### src/rtl/mult_unsigned_seq_rc.sv
// mult_unsigned_seq_rc
// Iterative unsigned shift-and-add multiplier. Each RUN cycle consumes STEP
// multiplier bits. Operands enter and the product leaves through valid/ready
// handshakes.
// Optional feature macro: MULT_RESIDUE_CHECK_EN. When it is defined, the block
// compares the mod-3 residue of the operands with the mod-3 residue of the final
// accumulator, and flags any mismatch on fault and fault_sticky.
module mult_unsigned_seq_rc #(
    parameter int WIDTH = 4,
    parameter int STEP  = 1
) (
    input  logic                 clk,
    input  logic                 rst_n,
    input  logic                 in_valid,
    output logic                 in_ready,
    input  logic [WIDTH-1:0]     a,
    input  logic [WIDTH-1:0]     b,
    output logic                 out_valid,
    input  logic                 out_ready,
    output logic [2*WIDTH-1:0]   p,
    output logic                 fault,
    output logic                 fault_sticky
);

    localparam int PW     = 2 * WIDTH;
    localparam int NSTEPS = WIDTH / STEP;
    localparam int CW     = (NSTEPS > 1) ? $clog2(NSTEPS) : 1;
    localparam int SW     = CW + 3;
    localparam logic [CW-1:0] LAST_COUNT = CW'(NSTEPS - 1);

    // Reject illegal configurations at elaboration time.
    if ((WIDTH < 2) || (WIDTH > 32) ||
        !((STEP == 1) || (STEP == 2) || (STEP == 4)) ||
        ((WIDTH % STEP) != 0)) begin : g_bad_params
        $error("mult_unsigned_seq_rc: illegal WIDTH/STEP combination");
    end

    typedef enum logic [1:0] {
        S_IDLE = 2'd0,
        S_RUN  = 2'd1,
        S_DONE = 2'd2
    } state_t;

    state_t            state_reg;
    state_t            state_next;
    logic [WIDTH-1:0]  mcand_reg;
    logic [WIDTH-1:0]  mplier_reg;
    logic [PW-1:0]     acc_reg;
    logic [CW-1:0]     count_reg;
    logic [PW-1:0]     p_reg;

    logic              accept;
    logic              last_step;
    logic [PW-1:0]     pp_row [STEP];
    logic [PW-1:0]     pp_sum;
    logic [SW-1:0]     shamt;
    logic [PW-1:0]     acc_sum;

    // ------------------------------------------------------------------
    // Datapath: partial product of this step, aligned and added to acc
    // ------------------------------------------------------------------

    // One row per multiplier bit consumed this cycle: mcand gated by that bit
    // and shifted by its position inside the step.
    for (genvar gi = 0; gi < STEP; gi++) begin : g_row
        assign pp_row[gi] = mplier_reg[gi] ? (PW'(mcand_reg) << gi) : '0;
    end

    // Sum the rows to get mcand * mplier[STEP-1:0].
    always_comb begin
        pp_sum = '0;
        for (int i = 0; i < STEP; i++) begin
            pp_sum = pp_sum + pp_row[i];
        end
    end

    // The full-width adder cannot overflow: the largest result, (2^W-1)^2,
    // fits in 2*W bits.
    assign shamt     = SW'(count_reg) * SW'(STEP);
    assign acc_sum   = acc_reg + (pp_sum << shamt);
    assign accept    = in_valid && (state_reg == S_IDLE);
    assign last_step = (count_reg == LAST_COUNT);

    // ------------------------------------------------------------------
    // Control FSM
    // ------------------------------------------------------------------

    // State register.
    always_ff @(posedge clk or negedge rst_n) begin
        if (!rst_n) begin
            state_reg <= S_IDLE;
        end else begin
            state_reg <= state_next;
        end
    end

    // Next state and handshake outputs. There is no early exit: every
    // product takes exactly NSTEPS RUN cycles.
    always_comb begin
        state_next = state_reg;
        in_ready   = 1'b0;
        out_valid  = 1'b0;
        case (state_reg)
            S_IDLE: begin
                in_ready = 1'b1;
                if (in_valid) begin
                    state_next = S_RUN;
                end
            end
            S_RUN: begin
                if (last_step) begin
                    state_next = S_DONE;
                end
            end
            S_DONE: begin
                out_valid = 1'b1;
                if (out_ready) begin
                    state_next = S_IDLE;
                end
            end
            default: begin
                state_next = S_IDLE;
            end
        endcase
    end

    // ------------------------------------------------------------------
    // Operand, accumulator and product registers
    // ------------------------------------------------------------------

    // Capture operands on acceptance; shift the multiplier out STEP bits per
    // RUN cycle.
    always_ff @(posedge clk or negedge rst_n) begin
        if (!rst_n) begin
            mcand_reg  <= '0;
            mplier_reg <= '0;
        end else if (accept) begin
            mcand_reg  <= a;
            mplier_reg <= b;
        end else if (state_reg == S_RUN) begin
            mplier_reg <= mplier_reg >> STEP;
        end
    end

    // Clear acc and count on acceptance; accumulate once per RUN cycle.
    always_ff @(posedge clk or negedge rst_n) begin
        if (!rst_n) begin
            acc_reg   <= '0;
            count_reg <= '0;
        end else if (accept) begin
            acc_reg   <= '0;
            count_reg <= '0;
        end else if (state_reg == S_RUN) begin
            acc_reg   <= acc_sum;
            count_reg <= count_reg + 1'b1;
        end
    end

    // The product register is loaded only on RUN->DONE. It keeps the last
    // result after the transfer, until the next product replaces it.
    always_ff @(posedge clk or negedge rst_n) begin
        if (!rst_n) begin
            p_reg <= '0;
        end else if ((state_reg == S_RUN) && last_step) begin
            p_reg <= acc_sum;
        end
    end

    assign p = p_reg;

    // ------------------------------------------------------------------
    // Optional mod-3 residue checker
    // ------------------------------------------------------------------
`ifdef MULT_RESIDUE_CHECK_EN

    logic [1:0] ra_reg;
    logic [1:0] rb_reg;
    logic       fault_reg;
    logic       sticky_reg;
    logic [1:0] acc_res;
    logic [1:0] exp_res;
    logic       mismatch;

    // Bit-serial mod-3 reduction, MSB first: r = (2*r + bit) mod 3.
    function automatic logic [1:0] mod3(input logic [PW-1:0] v);
        logic [1:0] r;
        r = 2'd0;
        for (int i = PW - 1; i >= 0; i--) begin
            case ({r, v[i]})
                3'b000:  r = 2'd0;
                3'b001:  r = 2'd1;
                3'b010:  r = 2'd2;
                3'b011:  r = 2'd0;
                3'b100:  r = 2'd1;
                3'b101:  r = 2'd2;
                default: r = 2'd0;
            endcase
        end
        return r;
    endfunction

    // The accumulator residue comes from the final sum itself rather than
    // from a running residue. A flipped acc bit therefore shows up as a
    // mismatch.
    assign acc_res  = mod3(acc_sum);
    assign exp_res  = mod3(PW'({2'b00, ra_reg} * {2'b00, rb_reg}));
    assign mismatch = (acc_res != exp_res);

    // Operand residues are captured at acceptance.
    always_ff @(posedge clk or negedge rst_n) begin
        if (!rst_n) begin
            ra_reg <= 2'd0;
            rb_reg <= 2'd0;
        end else if (accept) begin
            ra_reg <= mod3(PW'(a));
            rb_reg <= mod3(PW'(b));
        end
    end

    // fault is registered together with p. The sticky flag is cleared only
    // by reset.
    always_ff @(posedge clk or negedge rst_n) begin
        if (!rst_n) begin
            fault_reg  <= 1'b0;
            sticky_reg <= 1'b0;
        end else if ((state_reg == S_RUN) && last_step) begin
            fault_reg  <= mismatch;
            sticky_reg <= sticky_reg | mismatch;
        end
    end

    assign fault        = fault_reg;
    assign fault_sticky = sticky_reg;

`else

    assign fault        = 1'b0;
    assign fault_sticky = 1'b0;

`endif

endmodule

### config.mk
export PLATFORM = sky130hd
export DESIGN_NAME = mult_unsigned_seq_rc
export DESIGN_NICKNAME = d
export VERILOG_FILES = /design/src/rtl/mult_unsigned_seq_rc.sv
export SDC_FILE = /design/constraint.sdc
export NUM_CORES = 1
export LEC_CHECK = 0
export CAP_MARGIN = 20
export CORE_UTILIZATION = 50
export CTS_CLUSTER_DIAMETER = 80
export CTS_CLUSTER_SIZE = 10
export DETAILED_ROUTE_END_ITERATION = 12
export PLACE_DENSITY = 0.83
export SYNTH_ARGS = -nofsm -noshare
export SYNTH_HDL_FRONTEND = slang
export SYNTH_SLANG_ARGS = --single-unit
### constraint.sdc
create_clock -name clk -period 2.7 [get_ports clk]
set_clock_uncertainty 0.2 [all_clocks]
set_input_delay 0.405 -clock clk [delete_from_list [all_inputs] [get_ports clk]]
set_output_delay 0.405 -clock clk [all_outputs]
set_load 0.1 [all_outputs]
==> flow_summary.yaml, run 1 <==
outcome:
  run_status: "complete, but fails checks"
  violations: "design-rule violations"
min_path:
  min_path_type: "input port to async pin"
cts:
  cts-root-buf: "clkbuf_4"
  tritoncts: "done"
  clk_pin_slew_ns: 0.15
  cts_max_level: 1
  clock-sinks: 28
  insertion_delay_ns: 0.32
  clockBufferDepth: 2
  numCtsBuffers: 3
synthesis:
  synth_top_area_cell: "dfrtp_1"
  synthAdderAreaFrac_pct: 8.64
  async_flop_share_pct: 100
  netlist_area_um2: 1540
  ys_warn_count: 0
  syn_avg_cell_area_um2: 9.19
  synth_top_family_by_area: "simple AND/OR/NAND/NOR gates"
  synth_edf_count: 0
  synth_cells: 167
  ys_ff_latch: 28
  seq_area_frac_synth_pct: 45.6
  synthTopCellsByArea: "dfrtp_1 46%, nand2_1 10%, ha_1 7.3%"
  ys_types: 35
  synth-compound-area-share_pct: 14.8
  synthMuxAreaShare_pct: 3.50
  post-synth-top-count-cell: "nand2_1"
  synthTopCellsByCount: "41 x nand2_1, 28 x dfrtp_1, 20 x o21ai_0, 9 x ha_1, 7 x nand3_1"
  synthSimpleGateAreaFrac_pct: 19.7
  synth_ff_type: "dfrtp_1"
  synth_top_area_share_pct: 45.6
  synthXorXnorAreaFrac_pct: 2.85
sta:
  worst_pin_slew_ns: 0.646
  max_slew_margin_pct: 56.9
  holdWs_ns: 0.226
  fmax_ghz: 0.389
  post-route-period-util_pct: 95.1
  fin_crit_ns: 2.57
  slew_violations: 0
  hold_viol: 0
  finalSetupViolCount: 0
  tns_ns: 0
critical_path:
  cp_slowest_cell: "dfrtp_2"
  ff2ff_path_depth: 10
  worstPathCellList: "buf_12 -> nor4bb_2 -> ha_2 -> inv_1 -> fa_1 -> nor2b_2 -> o21ai_2 -> a21boi_1 -> nor3_1 -> o31ai_1"
  slowest_delay_ns: 0.47
  crit_fanout: 7
  worstPathRequired_ns: 2.74
  arrival_ns: 2.61
  crit_type: "flop to flop"
  end_kind: "flop"
  worstSetupStartpointType: "flop"
run:
  cap_violations: 0
die:
  core_um2: 2830
  fp.dieArea_um2: 3300
  die_x_um: 57.4
  io_pins: 24
  die_y_um: 57.4
  rows: 19
  floorplan.initialDensity_pct: 54.3
power:
  leakage_uw: 0.000884
  comb_power_share_pct: 59.7
  power.clock.fraction_pct: 8.9
  sw_frac_of_total_pct: 52.1
  p_int_uw: 1120
  p_per_area_nw_per_um2: 1300
  power.total_uw: 2340
  ir_worst_vdd_mv: 0.606
  seqPwrFrac_pct: 31.4
  p_switching_uw: 1220
global_route:
  track_usage_pct: 21.9
  gr-total-overflow: 0
  grt_max_degree: 29
  antenna_found_initial: 0
  grt_pass1_wl_um: 5580
  grt_pass1_vias: 1228
final_layout:
  area_growth_pct: 17.4
  layout-drive-gt1-share_pct: 16.0
  final_area_um2: 1800
  nets: 210
  fillerInstances: 244
  antenna_cells: 0
route:
  detail_route.drc_violations: 3
  routed_via_density: 5.66
  routed_wl_um: 3040
  antenna_left: 0
  wl_per_cell_um: 14.0
  dr.first_iter.drc_count: 56
  vias: 1233
  firstDrtPassIters: 8
placed_design:
  placedInstanceArea_um2: 1730
  io_buffers: 21
  dpl.hpwl_um: 2290
  routabilityCongestion: 0.819
## power groups by stage
stage	clock, uW	combinational, uW	sequential, uW
3_5_place_dp	0	1350	747
5_1_grt	226	1530	761
3_3_place_gp	0	1300	731
6_report	208	1400	734
2_1_floorplan	0	772	1030
4_1_cts	211	1350	737
## final timing paths
path	from	end	slack, ns
worst min register to register	p[7]	p[7]	0.30
worst max register to register	count_reg[1]	acc_reg[6]	0.13
worst min-delay path	rst_n	p[5]	0.23
max in group asynchronous	rst_n	count_reg[1]	1.79
worst max-delay path	count_reg[1]	acc_reg[6]	0.13
min in group clk	p[7]	p[7]	0.30
## worst max-delay path, delay by kind of cell, from the launching register on
kind,cells,cell delay [ns]
buffers and inverters,2,0.19
AOI/OAI and AO/OA,3,0.46
and+or+nand+nor,3,0.53
DFF,1,0.47
adders and majority gates,2,0.64
## layout make-up
type	count	area, um2	area share [%]
clock buffer	4	36.3	2.01
inverter	4	15.0	0.833
multi-input combinational	126	783	43.4
sequential	28	702	38.9
tap	31	38.8	2.15
timing repair buffer	25	228	12.6
## logic make-up (layout without fill, tap and decap cells)
group | after synthesis | in the layout
fa+ha+maj | 10 | 10
xor+xnor | 5 | 5
mux | 5 | 5
other cells | 1 | 2
flops | 28 | 28
buf+inv | 14 | 33
simple gates | 67 | 67
compound gates | 37 | 37
## per-stage QoR
step,instances,util (%),setup slack [ns]
global route,218,63.7,-0.000948
global placement,213,61.2,0.172
CTS,217,62.5,0.0345
detailed placement,213,61.2,0.0655
floorplan,168,-,0.0401
finish,218,63.7,0.132
## layer usage
layer  global-route usage, %  vias up  part of all wire [%]
met3                    2.04        4                   4.1
li1                        -      596                     -
met4                    6.97        0                  0.95
met5                       0        -                     0
met1                    28.9      602                    45
met2                    38.0       31                    50
## what timing repair did
action,4_1_cts,5_1_grt
endpoints found under the setup margin,0,7
setup buffers,0,1
hold buffers,0,0
gates resized for setup,0,6
## placed cells by master (no fill, tap or decap), types with 2 or more instances in the layout
| cell type | netlist | final |
|---|---|---|
| xnor2_1 | 3 | 3 |
| xor2_1 | 2 | 2 |
| and2_1 | 3 | 3 |
| nand2b_1 | 3 | 3 |
| o211a_1 | 2 | 2 |
| a22oi_1 | 3 | 3 |
| nand2_1 | 41 | 41 |
| dfrtp_1 | 28 | 27 |
| nor2_1 | 5 | 5 |
| buf_4 | 3 | 13 |
| ha_1 | 9 | 8 |
| nand3b_1 | 2 | 2 |
| mux2i_1 | 2 | 2 |
| a21oi_1 | 3 | 3 |
| inv_1 | 4 | 4 |
| clkbuf_4 | 0 | 3 |
| conb_1 | 1 | 2 |
| clkdlybuf4s50_1 | 0 | 11 |
| mux2_2 | 3 | 3 |
| o21ai_0 | 20 | 20 |
| nand3_1 | 7 | 7 |
| o31ai_1 | 2 | 2 |
No activity file was read; power rests on OpenSTA's default activity.
==> run 2, diff against run 1 <==
Settings changed: DONT_BUFFER_PORTS set to 1, PLACE_DENSITY 0.83 to 0.73.
==> run 2 against run 1 <==
Compared with the run above: the flow still finishes with violations (design-rule violations); setup slack improved by 0.041 ns; final area fell by 4.6%; global-route usage fell by 2.4 points; count of clock-buffer cells in the layout did not move; critical path depth did not move; largest cell class unchanged.
==> flow_summary.yaml, run 2 (synthesis gave the netlist of run 1 again) <==
sta:
  slew_violations: 0
  fmax_ghz: 0.396
  max_slew_margin_pct: 40.0
  finalSetupViolCount: 0
  hold_viol: 0
  fin_crit_ns: 2.53
  worst_pin_slew_ns: 0.901
  post-route-period-util_pct: 93.6
route:
  wl_per_cell_um: 13.7
  dr.first_iter.drc_count: 28
  detail_route.drc_violations: 1
  routed_via_density: 5.64
  vias: 1179
  antenna_left: 0
  firstDrtPassIters: 8
  routed_wl_um: 2870
final_layout:
  final_cell_mix: "41 x nand2_1, 27 x dfrtp_1, 20 x o21ai_0"
  final_common_cell: "nand2_1"
  antenna_cells: 0
  final_area_um2: 1720
  nets: 201
  layout-drive-gt1-share_pct: 10.7
  area_growth_pct: 12.1
die:
  fp.dieArea_um2: 3300
  io_pins: 24
  rows: 19
  floorplan.initialDensity_pct: 54.3
  core_um2: 2830
  die_x_um: 57.4
  die_y_um: 57.4
cts:
  numCtsBuffers: 3
  clk_pin_slew_ns: 0.14
  cts_max_level: 1
  cts-root-buf: "clkbuf_4"
  tritoncts: "done"
  clockBufferDepth: 2
  clock-sinks: 28
  insertion_delay_ns: 0.32
critical_path:
  worstPathRequired_ns: 2.77
  cp.depth: 10
  slowest_delay_ns: 0.46
  cp_slowest_cell: "dfrtp_2"
  arrival_ns: 2.59
  ff2ff_path_depth: 10
  end_kind: "flop"
  path_delay_family: "compound AO/OA/AOI/OAI gates"
  crit_fanout: 7
  worstSetupStartpointType: "flop"
  worstPathCellList: "mux2_2 -> nand2_1 -> o21ai_0 -> and2_1 -> ha_1 -> a21oi_2 -> o21ai_1 -> a41o_1 -> o211a_1 -> nor2_1"
  crit_type: "flop to flop"
  path_buf_inv: 0
outcome:
  run_status: "complete, but fails checks"
  violations: "design-rule violations"
min_path:
  hold_depth: 3
  min_path_type: "input port to flop"
global_route:
  antenna_found_initial: 0
  track_usage_pct: 19.6
  grt_pass1_vias: 1205
  grt_pass1_wl_um: 4980
  grt_max_degree: 29
  gr-total-overflow: 0
placed_design:
  placedInstanceArea_um2: 1560
  io_buffers: 0
  dpl.hpwl_um: 2070
  routabilityCongestion: 0.818
run:
  cap_violations: 0
## run 2: cell count changes in the layout (fill, tap and decap cells not counted)
cell / delta
a21boi_1: +1
a21boi_2: -1
buf_4: -8
clkdlybuf4s50_1: -11
dlygate4sd3_1: +10
ha_1: +1
ha_2: -1
nor2_1: -1
nor2_2: +1
nor2b_1: +1
nor2b_2: -1
nor4bb_1: +1
nor4bb_2: -1
## run 2: metal layers
| layer | global-route usage, % | share of wire [%] | up-vias |
|---|---|---|---|
| met4 | 7.67 | 1.8 | 0 |
| met5 | 0 | 0 | - |
| met1 | 23.2 | 45 | 570 |
| li1 | - | - | 582 |
| met2 | 35.5 | 51 | 21 |
| met3 | 2.72 | 2.5 | 6 |
## run 2: worst min-delay path, delay by kind of cell
kind          cells  cell delay (ns)
simple gates      3             0.40
## run 2: final cells by class
type                    count  area (um2)
multi-input cells         126         771
repair buffers             16         158
well taps                  31        38.8
flip-flops and latches     28         702
inverters                   4        15.0
fillers                   251        1110
clock buffers               4        36.3
## run 2: metrics by stage
stage / setup TNS (ns) / setup WS, ns / hold slack, ns / util [%] / cells
final: 0 / 0.173 / 0.302 / 60.8 / 209
after global routing: -0.0187 / -0.0187 / 0.310 / 60.8 / 209
after CTS: 0 / 0.0485 / 0.290 / 60.5 / 208
after detailed placement: 0 / 0.0918 / -0.0900 / 55.0 / 193
after global placement: 0 / 0.199 / -0.0901 / 55.0 / 193
after floorplan: 0 / 0.0401 / -0.0906 / - / 168
## run 2: final timing paths
path	from	slack, ns	endpoint
setup / recovery	count_reg[1]	0.17	acc_reg[7]
hold / removal	in_valid	0.30	mcand_reg[1]
setup reg to reg	count_reg[1]	0.17	acc_reg[7]
hold reg to reg	mplier_reg[1]	0.31	mplier_reg[1]
max in group asynchronous	rst_n	1.83	count_reg[1]
min in group asynchronous	rst_n	0.31	acc_reg[4]
## run 2: repair_timing
action                     4_1_cts  5_1_grt
hold endpoints to repair        37        0
setup buffers                    0        1
gates resized for setup          0        2
setup endpoints to repair        0        6
hold buffers                    11        0
Power of run 2 is not shown: default switching activity piles up to over one toggle a cycle in this logic, so the estimate is an artifact.
==> run 3, diff against run 2 <==
Clock period 2.7 ns to 3.1 ns, I/O delays scaled along.
==> run 3 against run 2 <==
Compared with the run above: the run still ends with design-rule violations left; count of clock-buffer cells in the layout shrank 1; flip-flop and latch count is the same; worst hold slack lost 0.28 ns; global-route usage shrank 0.31 points; sequential share of layout area grew 3.2 points; register-to-register slack gained 0.29 ns; critical endpoint is now acc_reg[5]; critical path depth shrank 1; final area shrank 7.4%.
==> flow_summary.yaml, run 3 (synthesis gave the netlist of run 1 again) <==
critical_path:
  end_kind: "flop"
  worstPathRequired_ns: 3.10
  ff2ff_path_depth: 9
  crit_fanout: 9
  worstSetupStartpointType: "flop"
  worstPathCellList: "mux2_2 -> nand2_1 -> o21ai_0 -> and2_1 -> ha_1 -> a21oi_2 -> a21boi_0 -> xor2_1 -> o21ai_0"
  path_buf_inv: 0
  arrival_ns: 2.64
  path_delay_family: "compound AO/OA/AOI/OAI gates"
  cp_slowest_cell: "dfrtp_1"
  slowest_delay_ns: 0.52
  cp.depth: 9
  crit_type: "flop to flop"
  cp_common_cell: "o21ai_0"
cts:
  insertion_delay_ns: 0.32
  post_cts_resized: 0
  tritoncts: "done"
  clock-sinks: 28
  clk_pin_slew_ns: 0.14
  numCtsBuffers: 3
  clockBufferDepth: 2
  cts_max_level: 1
  cts_setup_buffers: 0
  cts-root-buf: "clkbuf_4"
placed_design:
  dpl.hpwl_um: 2040
  io_buffers: 0
  routabilityCongestion: 0.813
global_route:
  grt.busiest_layer: "met2"
  use_met3_pct: 3.63
  met1_usage_pct: 22.1
  track_usage_pct: 19.2
  grt_pass1_wl_um: 4880
  met2_usage_pct: 34.4
  grt_max_degree: 29
  grt_pass1_vias: 1117
  antenna_found_initial: 0
  gr-total-overflow: 0
route:
  antenna_left: 0
  wl_per_cell_um: 14.2
  routed_wl_um: 2780
  dr.first_iter.drc_count: 37
  routed_via_density: 5.67
  firstDrtPassIters: 10
  detail_route.drc_violations: 1
  vias: 1111
final_layout:
  final_cell_mix: "41 x nand2_1, 28 x dfrtp_1, 20 x o21ai_0"
  nets: 189
  layout-drive-gt1-share_pct: 8.48
  fillerInstances: 256
  antenna_cells: 0
  final_common_cell: "nand2_1"
  area_growth_pct: 3.75
sta:
  finalSetupViolCount: 0
  fin_crit_ns: 2.64
  tns_ns: 0
  slew_violations: 0
  worst_pin_slew_ns: 0.904
  fmax_ghz: 0.379
  post-route-period-util_pct: 85.2
  rsz0062_at_grt: "no"
  max_slew_margin_pct: 39.8
  hold_viol: 0
outcome:
  violations: "design-rule violations"
  run_status: "complete, but fails checks"
die:
  floorplan.initialDensity_pct: 54.3
  core_um2: 2830
  die_y_um: 57.4
  die_x_um: 57.4
  rows: 19
  io_pins: 24
  fp.dieArea_um2: 3300
min_path:
  hold_depth: 1
  min_path_type: "input port to flop"
run:
  cap_violations: 0
==> run 3: repair_timing <==
item                       in CTS  in global routing
hold buffers                    2                  0
setup endpoints to repair       0                  0
hold endpoints to repair       28                  0
==> run 3: worst paths after layout <==
kind / startpoint / to / slack (ns)
min in group asynchronous: rst_n / acc_reg[5] / 0.37
max in group asynchronous: rst_n / mcand_reg[0] / 2.17
max: count_reg[1] / acc_reg[5] / 0.46
max reg2reg: count_reg[1] / acc_reg[5] / 0.46
min: out_ready / state_reg[1] / 0.02
min reg2reg: mplier_reg[1] / mplier_reg[1] / 0.31
==> run 3: layer usage <==
metal	vias to the layer above	wire length [um]
met2	21	1410
li1	556	-
met1	527	1220
met3	7	98
met4	0	47
met5	-	0
==> run 3: layout make-up <==
class / count / area, um2 / share of cell area (%)
repair buffers: 4 / 45.0 / 2.83
well taps: 31 / 38.8 / 2.44
flip-flops and latches: 28 / 701 / 44.0
multi-input cells: 126 / 771 / 48.4
inverters: 4 / 15.0 / 0.943
clock buffers: 3 / 22.5 / 1.41
==> run 3: worst register-to-register path: cells and delay by family (launching register included) <==
kind / cells / cell delay, ns
compound gates: 4 / 0.64
xor+xnor: 1 / 0.21
fa+ha+maj: 1 / 0.33
flops: 1 / 0.52
mux: 1 / 0.39
simple gates: 2 / 0.25
==> run 3: stage by stage <==
step | instances | worst slack [ns] | hold WS [ns] | util (%) | instance area (um2)
after global routing | 196 | 0.234 | 0.0132 | 56.3 | 1590
after global placement | 191 | 0.564 | -0.0300 | 54.4 | 1540
after floorplan | 168 | 0.440 | -0.0306 | - | 1540
after detailed placement | 191 | 0.460 | -0.0300 | 54.4 | 1540
final | 196 | 0.458 | 0.0208 | 56.3 | 1590
after CTS | 196 | 0.437 | 0.0135 | 56.3 | 1590
Power of run 3 is left out for the same reason.
